### src/rtl/branch_ctrl.sv
// branch_ctrl: EX branch resolution, 2-bit BHT prediction, registered mispredict flush and counters
module branch_ctrl #(
    parameter int BHT_DEPTH = 16
) (
    input  logic        i_clk,
    input  logic        i_rst,
    input  logic [31:0] i_if_pc,
    output logic        o_if_pred_taken,
    input  logic        i_ex_valid,
    input  logic        i_ex_is_br,
    input  logic [31:0] i_ex_pc,
    input  logic [2:0]  i_ex_funct3,
    input  logic        i_ex_pred_taken,
    input  logic [31:0] i_ex_target,
    output logic        o_br_un,
    input  logic        i_br_less,
    input  logic        i_br_equal,
    output logic        o_ex_taken,
    output logic        o_flush,
    output logic [31:0] o_redirect_pc,
    output logic [31:0] o_br_cnt,
    output logic [31:0] o_mispred_cnt
);
    localparam int IDX_W = $clog2(BHT_DEPTH);
    logic [1:0]       bht_q [BHT_DEPTH];
    logic             flush_q;
    logic [31:0]      redirect_q, redirect_d, br_cnt_q, mis_cnt_q;
    logic             legal, res, mis;
    logic [IDX_W-1:0] ex_idx;
    logic [1:0]       ctr, ctr_d;
    logic             unused_if;
    assign unused_if = ^{i_if_pc[31:IDX_W+2], i_if_pc[1:0]};
    assign o_if_pred_taken = bht_q[i_if_pc[IDX_W+1:2]][1];
    assign o_flush = flush_q;
    assign o_redirect_pc = redirect_q;
    assign o_br_cnt = br_cnt_q;
    assign o_mispred_cnt = mis_cnt_q;
    // funct3[0] inverts the base condition; funct3[2] selects less vs equal
    always_comb begin
        legal = i_ex_funct3[2] | ~i_ex_funct3[1];
        o_br_un = i_ex_is_br & (i_ex_funct3[2:1] == 2'b11);
        o_ex_taken = i_ex_is_br & legal &
            (i_ex_funct3[2] ? (i_br_less ^ i_ex_funct3[0]) : (i_br_equal ^ i_ex_funct3[0]));
        res = i_ex_valid & i_ex_is_br & legal & ~flush_q;
        mis = res & (o_ex_taken != i_ex_pred_taken);
        ex_idx = i_ex_pc[IDX_W+1:2];
        ctr = bht_q[ex_idx];
        ctr_d = o_ex_taken ? ((ctr == 2'b11) ? ctr : ctr + 2'd1)
                           : ((ctr == 2'b00) ? ctr : ctr - 2'd1);
        redirect_d = mis ? (o_ex_taken ? i_ex_target : i_ex_pc + 32'd4) : redirect_q;
    end
    always_ff @(posedge i_clk) begin
        if (i_rst) begin
            flush_q <= 1'b0;
            redirect_q <= '0;
            br_cnt_q <= '0;
            mis_cnt_q <= '0;
            for (int i = 0; i < BHT_DEPTH; i++) bht_q[i] <= 2'b01;
        end else begin
            flush_q <= mis;
            redirect_q <= redirect_d;
            if (res) begin
                bht_q[ex_idx] <= ctr_d;
                br_cnt_q <= br_cnt_q + 32'd1;
            end
            if (mis) mis_cnt_q <= mis_cnt_q + 32'd1;
        end
    end
endmodule

### config.mk
export PLATFORM = sky130hd
export DESIGN_NAME = branch_ctrl
export DESIGN_NICKNAME = d
export VERILOG_FILES = /design/src/rtl/branch_ctrl.sv
export SDC_FILE = /design/constraint.sdc
export NUM_CORES = 1
export LEC_CHECK = 0
export CAP_MARGIN = 10
export CORE_ASPECT_RATIO = 0.9
export CORE_MARGIN = 1.5
export CORE_UTILIZATION = 50
export CTS_BUF_LIST = sky130_fd_sc_hd__clkbuf_4 sky130_fd_sc_hd__clkbuf_8
export DETAILED_ROUTE_END_ITERATION = 6
export HOLD_SLACK_MARGIN = 0.06
export PLACE_DENSITY = 0.84
export SLEW_MARGIN = 20
export SYNTH_ARGS = -nofsm -noshare
export SYNTH_HDL_FRONTEND = slang
export SYNTH_SLANG_ARGS = --single-unit
### constraint.sdc
create_clock -name i_clk -period 3.3 [get_ports i_clk]
set_input_delay 0.66 -clock i_clk [delete_from_list [all_inputs] [get_ports i_clk]]
set_output_delay 0.66 -clock i_clk [all_outputs]
set_load 0.01 [all_outputs]
== After elaboration in Yosys (flattened, before gate mapping) ==
Memory sizes are Yosys's and may differ from the RTL's.
Index checks and enable logic that the tools add are counted.
Storage, ports and cells
  flip-flop bits (word level): 97
  input bits: 106
  memories: 1
  logic and storage cells: 40
  memory bits (writable): 32
Cells by class
  mux-type cells: 13
  equal/unequal tests: 3
  reduce and logical (&&, ||, !) cells: 2
  bitwise logic cells: 12
  $add $sub $neg: 5
Memory list
  bht_q: words 16, bits a word 2, rd ports 2, clocked after memory_dff 0, write ports 16, RTL line 25  | logic [1:0] bht_q [BHT_DEPTH];
Operators with widths (number)
  $add 32x1->32 const B: 2
  $add 32x3->32 const B: 1
  $mux 32: 1
  $mux 2: 4
  $and 1x1->1: 7
  $mux 1: 7
  $eq 2x2->1 const B: 2
  $mux 4: 1
  $add 2x1->2 const B: 1
  $logic_not 2->1: 1
  $not 1->1: 2
  $reduce_or 2->1: 1
  $sub 2x1->2 const B: 1
  $xor 1x1->1: 2
  $ne 1x1->1: 1
  $or 1x1->1: 1

== Logic depth before layout (Yosys ltp) ==
Gate-level depths: netlist of the first run.
  depth in word-level cells: 9
  gate-level depth with buffers: 8
  gate-level depth less buffers: 6

== Least setup slack after synthesis of the first run ==
Ideal clock, no wire load.
  path kind: in2out
  from: input port i_ex_funct3[1]
  to: output port o_ex_taken
  stages: 4
  data required time: 2.640 ns
  arrival: 1.746 ns
  path slack: 0.894 ns
  cells stage by stage: or3b_2 o22a_1 inv_1 clkbuf_1
Between the ends
  word-level cells in the longest chain between the ends: 4
Ends and longest elaborated chain
  from (decl): RTL line 12  | input logic [2:0] i_ex_funct3,
  $not 1->1: RTL line 40  | legal = i_ex_funct3[2] | ~i_ex_funct3[1];
  $or 1x1->1: RTL line 40
  $and 1x1->1 (2 in series): RTL line 42  | o_ex_taken = i_ex_is_br & legal &
  to (decl): RTL line 18  | output logic o_ex_taken,
Every way passes these cells.

== Worst setup path in the final report of the first run ==
  from: input port i_if_pc[3]
  to: output port o_if_pred_taken
Between the ends
  word-level cells in the longest chain between the ends: 1
Ends and longest elaborated chain
  from (decl): RTL line 7  | input logic [31:0] i_if_pc,
  $mem_v2 16x2
  to (decl): RTL line 8  | output logic o_if_pred_taken,
Every way passes these cells.

==> results of run 1 <==
-- layout make-up --
type | count | area, um2
clock buffer | 19 | 255
multi-input combinational | 575 | 3760
clock inverter | 13 | 185
tap | 168 | 210
fill | 1057 | 4080
inverter | 11 | 41.3
timing repair buffer | 200 | 1980
sequential | 129 | 2900
antenna | 1 | 2.50
-- state kept, by name (all words and copies together) (netlist names) --
| register | count |
|---|---|
| o_mispred_cnt | 32 |
| o_redirect_pc | 32 |
| o_flush | 1 |
| o_br_cnt | 32 |
| bht_q | 32 |
-- per-layer routing --
metal	share of wire (%)	GRT usage [%]	vias to the layer above
li1	-	-	3141
met2	46	40.5	208
met4	1.9	10.0	0
met1	45	35.5	3062
met5	0	0	-
met3	6.2	5.79	27
-- power breakdown --
group,switching (W),total (W),internal (W)
clock,0.000659,0.00151,0.000852
sequential,0.0000184,0.00166,0.00165
combinational,0.000239,0.000473,0.000234
-- synth_stat cells (all sizes together) (11+ instances only) --
library cell  count  area, um2
nand4            40        265
clkbuf           33        124
and3             13       81.3
inv              11       41.3
o211ai           14        105
nand2b           30        188
nor4             12       81.3
nand2            59        221
edfxtp           32        961
xnor2            24        210
xor2             42        368
nand3            60        300
nor3             12       70.1
mux4             13        323
a21oi            36        184
or3              21        131
dfxtp            97       1940
and4             12        105
nor2             82        310
buf              17        101
o21ai            20        100
nand3b           12       90.1
-- how the worst min path moves through the flow --
stage	end
6_report	o_redirect_pc[5]
3_3_place_gp	o_redirect_pc[14]
5_1_grt	o_redirect_pc[14]
4_1_cts	o_redirect_pc[5]
2_1_floorplan	o_redirect_pc[14]
3_5_place_dp	o_redirect_pc[5]
-- stage by stage --
step	instance area, um2	setup WS [ps]	total power, W	TNS, ps	hold WS, ps
detailed placement	8890	-148	0.00217	-885	447
floorplan	6920	894	0.00193	0	476
global route	9340	18.1	0.00378	0	473
global placement	8890	-157	0.00216	-234	442
CTS	9330	120	0.00367	0	455
finish	9340	123	0.00365	0	452
-- cell families after synthesis --
kind of cell	count (synthesis)	share of synthesized area, %
AND/OR/NAND/NOR	384	30.0
flip-flops	129	41.9
AO/OA/AOI/OAI	101	9.37
XOR/XNOR	66	8.35
buffers and inverters	61	3.85
multiplexers	16	5.12
adder cells (fa/ha/maj)	8	1.41
-- worst max-delay path: stages --
cell and delay [ps]:
clkdlybuf4s50_1 560, mux4_2 330, mux4_2 470, clkdlybuf4s50_1 500
-- placed cells by master (no fill, tap or decap), types with 3 or more instances in the layout --
cell / instances
a211o_1: 7
a21oi_1: 35
a311o_1: 3
a311oi_1: 3
a31o_2: 3
a31oi_1: 3
and2_1: 6
and3_1: 13
and4_1: 12
buf_12: 3
buf_4: 21
bufinv_16: 4
clkbuf_8: 18
clkdlybuf4s50_1: 175
clkinvlp_4: 3
dfxtp_1: 97
edfxtp_1: 32
ha_1: 6
inv_1: 11
mux4_1: 8
mux4_2: 5
nand2_1: 59
nand2b_1: 30
nand3_1: 60
nand3b_1: 12
nand4_1: 39
nand4b_1: 8
nor2_1: 79
nor2_2: 3
nor2b_1: 5
nor3_1: 10
nor4_1: 11
o211ai_1: 14
o21ai_0: 20
o31ai_1: 5
or3_1: 21
or4_1: 7
xnor2_1: 24
xor2_1: 42
-- timing repair --
action / in CTS / in global routing
gates resized for setup: 1 / 0
hold endpoints to repair: 0 / 0
setup buffers: 0 / 0
endpoints found under the setup margin: 1 / 0
==> results.cfg, run 1 <==
[outcome]
status = complete, no violations

[worst_setup_path]
path_class = primary input to output pin
end_kind = output pin
crit_start = i_if_pc[3]
r2r_end = o_mispred_cnt[31]
cp.arrival_ps = 2520
crit_fanout = 4
crit_end = o_if_pred_taken
critical_path.startpoint_type = primary input
regToRegSetupSlack_ps = 960
cp_data_required_time_ps = 2640
r2r-start = o_mispred_cnt[3]
reg2reg_depth = 5

[timing]
clock_skew_ps = 9.53
tightest_slew_ps = 958
slew_headroom_pct = 35.7
rsz0062_at_grt = false
period_needed_ps = 3180
max_clock_freq_ghz = 0.315
slew_viol_final = 0
finalHoldViolCount = 0
fin_crit_sh_pct = 96.3
setup_violations = 0

[cts]
ctsHoldBuffers = 0
clkTransAtPathRegs_ps = 80
numCtsBuffers = 17
cts_max_path_buffers = 2
clk_latency_ps = 460
clock_sinks = 129
cts-root-buf = clkbuf_8
cts-htree-levels = 4
cts_tree = built

[layout]
layout-drive-gt1-share_pct = 8.24
fin_nets = 1046
final_util_pct = 69.6
final_cells = 1116
syn2layout_area_growth_pct = 34.9

[hold_path]
whs_path_depth = 2
min_path_type = flop to flop
hp-start = o_redirect_pc[5]

[global_routing]
grt.overflow.total = 0
grt_pass1_vias = 5842
grt_pass1_wl_um = 29700
antenna_found_initial = 0
grtUsageTotal_pct = 26.0
grt_max_degree = 48

[drt]
drc = 0
avgRoutedWirePerCell_um = 16.8
drtAntennaViolNets = 0
dr.pass1.iters = 4
viasPerCell = 5.77
drtIter0Drc = 514
vias = 6438
routed_wl_um = 18700

[synthesis]
syn_area_per_cell_um2 = 9.05
synth_flop_cell = dfxtp_1
synth_warnings = 0
syn_nets = 877
seq_area_frac_synth_pct = 41.9
synth_seq_cells = 129
ys_types = 56
async_flop_share_pct = 0
synth_area_um2 = 6920
synthCells = 765
synth_edf_count = 32

[die]
coreArea_um2 = 13400
die_x_um = 127
start_util_pct = 51.6
die-area_um2 = 14600
die_y_um = 115
pin_count = 206
rows = 40

[pwr]
ir_drop_uv = 311
p_leak_nw = 3.08
power_density_nw_per_um2 = 391

[job]
cap_violations = 0

[placed_design]
io_buffers = 177
gp_congestion = 0.862
dp.cells = 1083
detailed_place_hpwl_um = 13200
Power figures use the tool's default switching activity.
==> inputs of run 2 (changes only) <==
--- a/config.mk
+++ b/config.mk
@@ -8,11 +8,12 @@
 export CAP_MARGIN = 10
 export CORE_ASPECT_RATIO = 0.9
 export CORE_MARGIN = 1.5
-export CORE_UTILIZATION = 50
+export CORE_UTILIZATION = 53
 export CTS_BUF_LIST = sky130_fd_sc_hd__clkbuf_4 sky130_fd_sc_hd__clkbuf_8
 export DETAILED_ROUTE_END_ITERATION = 6
 export HOLD_SLACK_MARGIN = 0.06
-export PLACE_DENSITY = 0.84
+export PLACE_DENSITY = 0.88
+export SKIP_CTS_REPAIR_TIMING = 1
 export SLEW_MARGIN = 20
 export SYNTH_ARGS = -nofsm -noshare
 export SYNTH_HDL_FRONTEND = slang
==> run 2 against run 1 <==
Compared with the run above: register-to-register slack lost 120 ps; flip-flop and latch count is the same; worst hold slack is essentially flat; sequential power is essentially flat; global-route usage grew 1.6 points; fmax is essentially flat; cell area grew 0.19%; critical endpoint unchanged; highest routed layer unchanged.
==> results.cfg, run 2 (same netlist as run 1, synthesis figures left out) <==
[drt]
dr.pass1.iters = 5
vias = 6544
drc = 0
viasPerCell = 5.87
drtAntennaViolNets = 0
routed_wl_um = 18900
drtIter0Drc = 463
avgRoutedWirePerCell_um = 17.0

[timing]
slew_viol_final = 0
finalHoldViolCount = 0
setup_violations = 0
fin_tns_setup_ps = 0
period_needed_ps = 3180
tightest_slew_ps = 777
clock_skew_ps = 15.6
timing.hold.ws_ps = 452
max_clock_freq_ghz = 0.315
rsz0062_at_grt = false
slew_headroom_pct = 48.2
fin_crit_sh_pct = 96.3

[layout]
layout-drive-gt1-share_pct = 8.52
final_cells = 1115
syn2layout_area_growth_pct = 35.2
final_util_pct = 73.5
layout_commonest_cell = clkdlybuf4s50_1
fin_nets = 1050
antenna_cells = 0
mostFrequentLayoutCells = 175 x clkdlybuf4s50_1, 97 x dfxtp_1, 80 x nor2_1, 60 x nand3_1, 59 x nand2_1

[placed_design]
gp_congestion = 0.886
dp.cells = 1083
detailed_place_hpwl_um = 13400
io_buffers = 177

[pwr]
power_w = 0.00362
power_density_nw_per_um2 = 387
ir_drop_uv = 357
p_leak_nw = 3.10

[worst_setup_path]
cp_data_required_time_ps = 2640
path_class = primary input to output pin
cp.arrival_ps = 2520
crit_fanout = 4
reg2reg_depth = 5
critical_path.startpoint_type = primary input
end_kind = output pin

[cts]
cts-htree-levels = 4
cts_tree = built
cts_max_path_buffers = 2
clkTransAtPathRegs_ps = 70
clk_latency_ps = 450
cts-root-buf = clkbuf_8
clock_sinks = 129
numCtsBuffers = 17

[hold_path]
whs_path_depth = 2
min_path_type = flop to flop

[die]
rows = 39
coreArea_um2 = 12700
die_y_um = 111
die_x_um = 123
die-area_um2 = 13800
start_util_pct = 54.3
pin_count = 206

[job]
cap_violations = 0

[global_routing]
antenna_found_initial = 0
grt_pass1_wl_um = 30000
grt_max_degree = 75
grtUsageTotal_pct = 27.7
grt_pass1_vias = 6078
grt.overflow.total = 0

[outcome]
status = complete, no violations
[run 2: cell count changes in the layout (fill, tap and decap cells not counted), moves of 2 or more]
cell and delta:
buf_4 +4, inv_6 +4, inv_8 +2, nor2_2 -2, clkinv_2 -2
[run 2: final cells by class]
cell class / count / area [um2]
flip-flops and latches: 129 / 2900
multi-input cells: 575 / 3760
fillers: 957 / 3380
clock buffers: 17 / 234
well taps: 164 / 205
clock inverters: 15 / 195
repair buffers: 204 / 2010
inverters: 11 / 41.3
[run 2: power breakdown]
part / internal [W] / switching [W] / total (W)
logic: 0.000236 / 0.000239 / 0.000475
registers: 0.00165 / 0.0000189 / 0.00166
clock network: 0.000769 / 0.000708 / 0.00148
[run 2: critical path: stages]
cell	delay (ps)
clkdlybuf4s50_1	560
mux4_2	330
mux4_2	470
clkdlybuf4s50_1	500
[run 2: final timing paths]
path                         start           endpoint  slack, ps
hold / removal    o_redirect_pc[8]   o_redirect_pc[8]        450
setup / recovery        i_if_pc[3]    o_if_pred_taken        120
hold reg to reg   o_redirect_pc[8]   o_redirect_pc[8]        450
setup reg to reg  o_mispred_cnt[3]  o_mispred_cnt[31]        840
[run 2: metal layers]
layer	GRT usage, %	part of all wire [%]	vias to the layer above
met1	34.7	41	3116
met2	45.6	48	251
li1	-	-	3145
met4	9.96	2.1	0
met5	0	0	-
met3	7.58	8.4	32
[run 2: stage by stage]
step	instance area, um2	setup slack (ps)
global route	9360	76.5
finish	9360	124
floorplan	6920	894
global placement	8920	-134
detailed placement	8920	-156
CTS	9350	-154
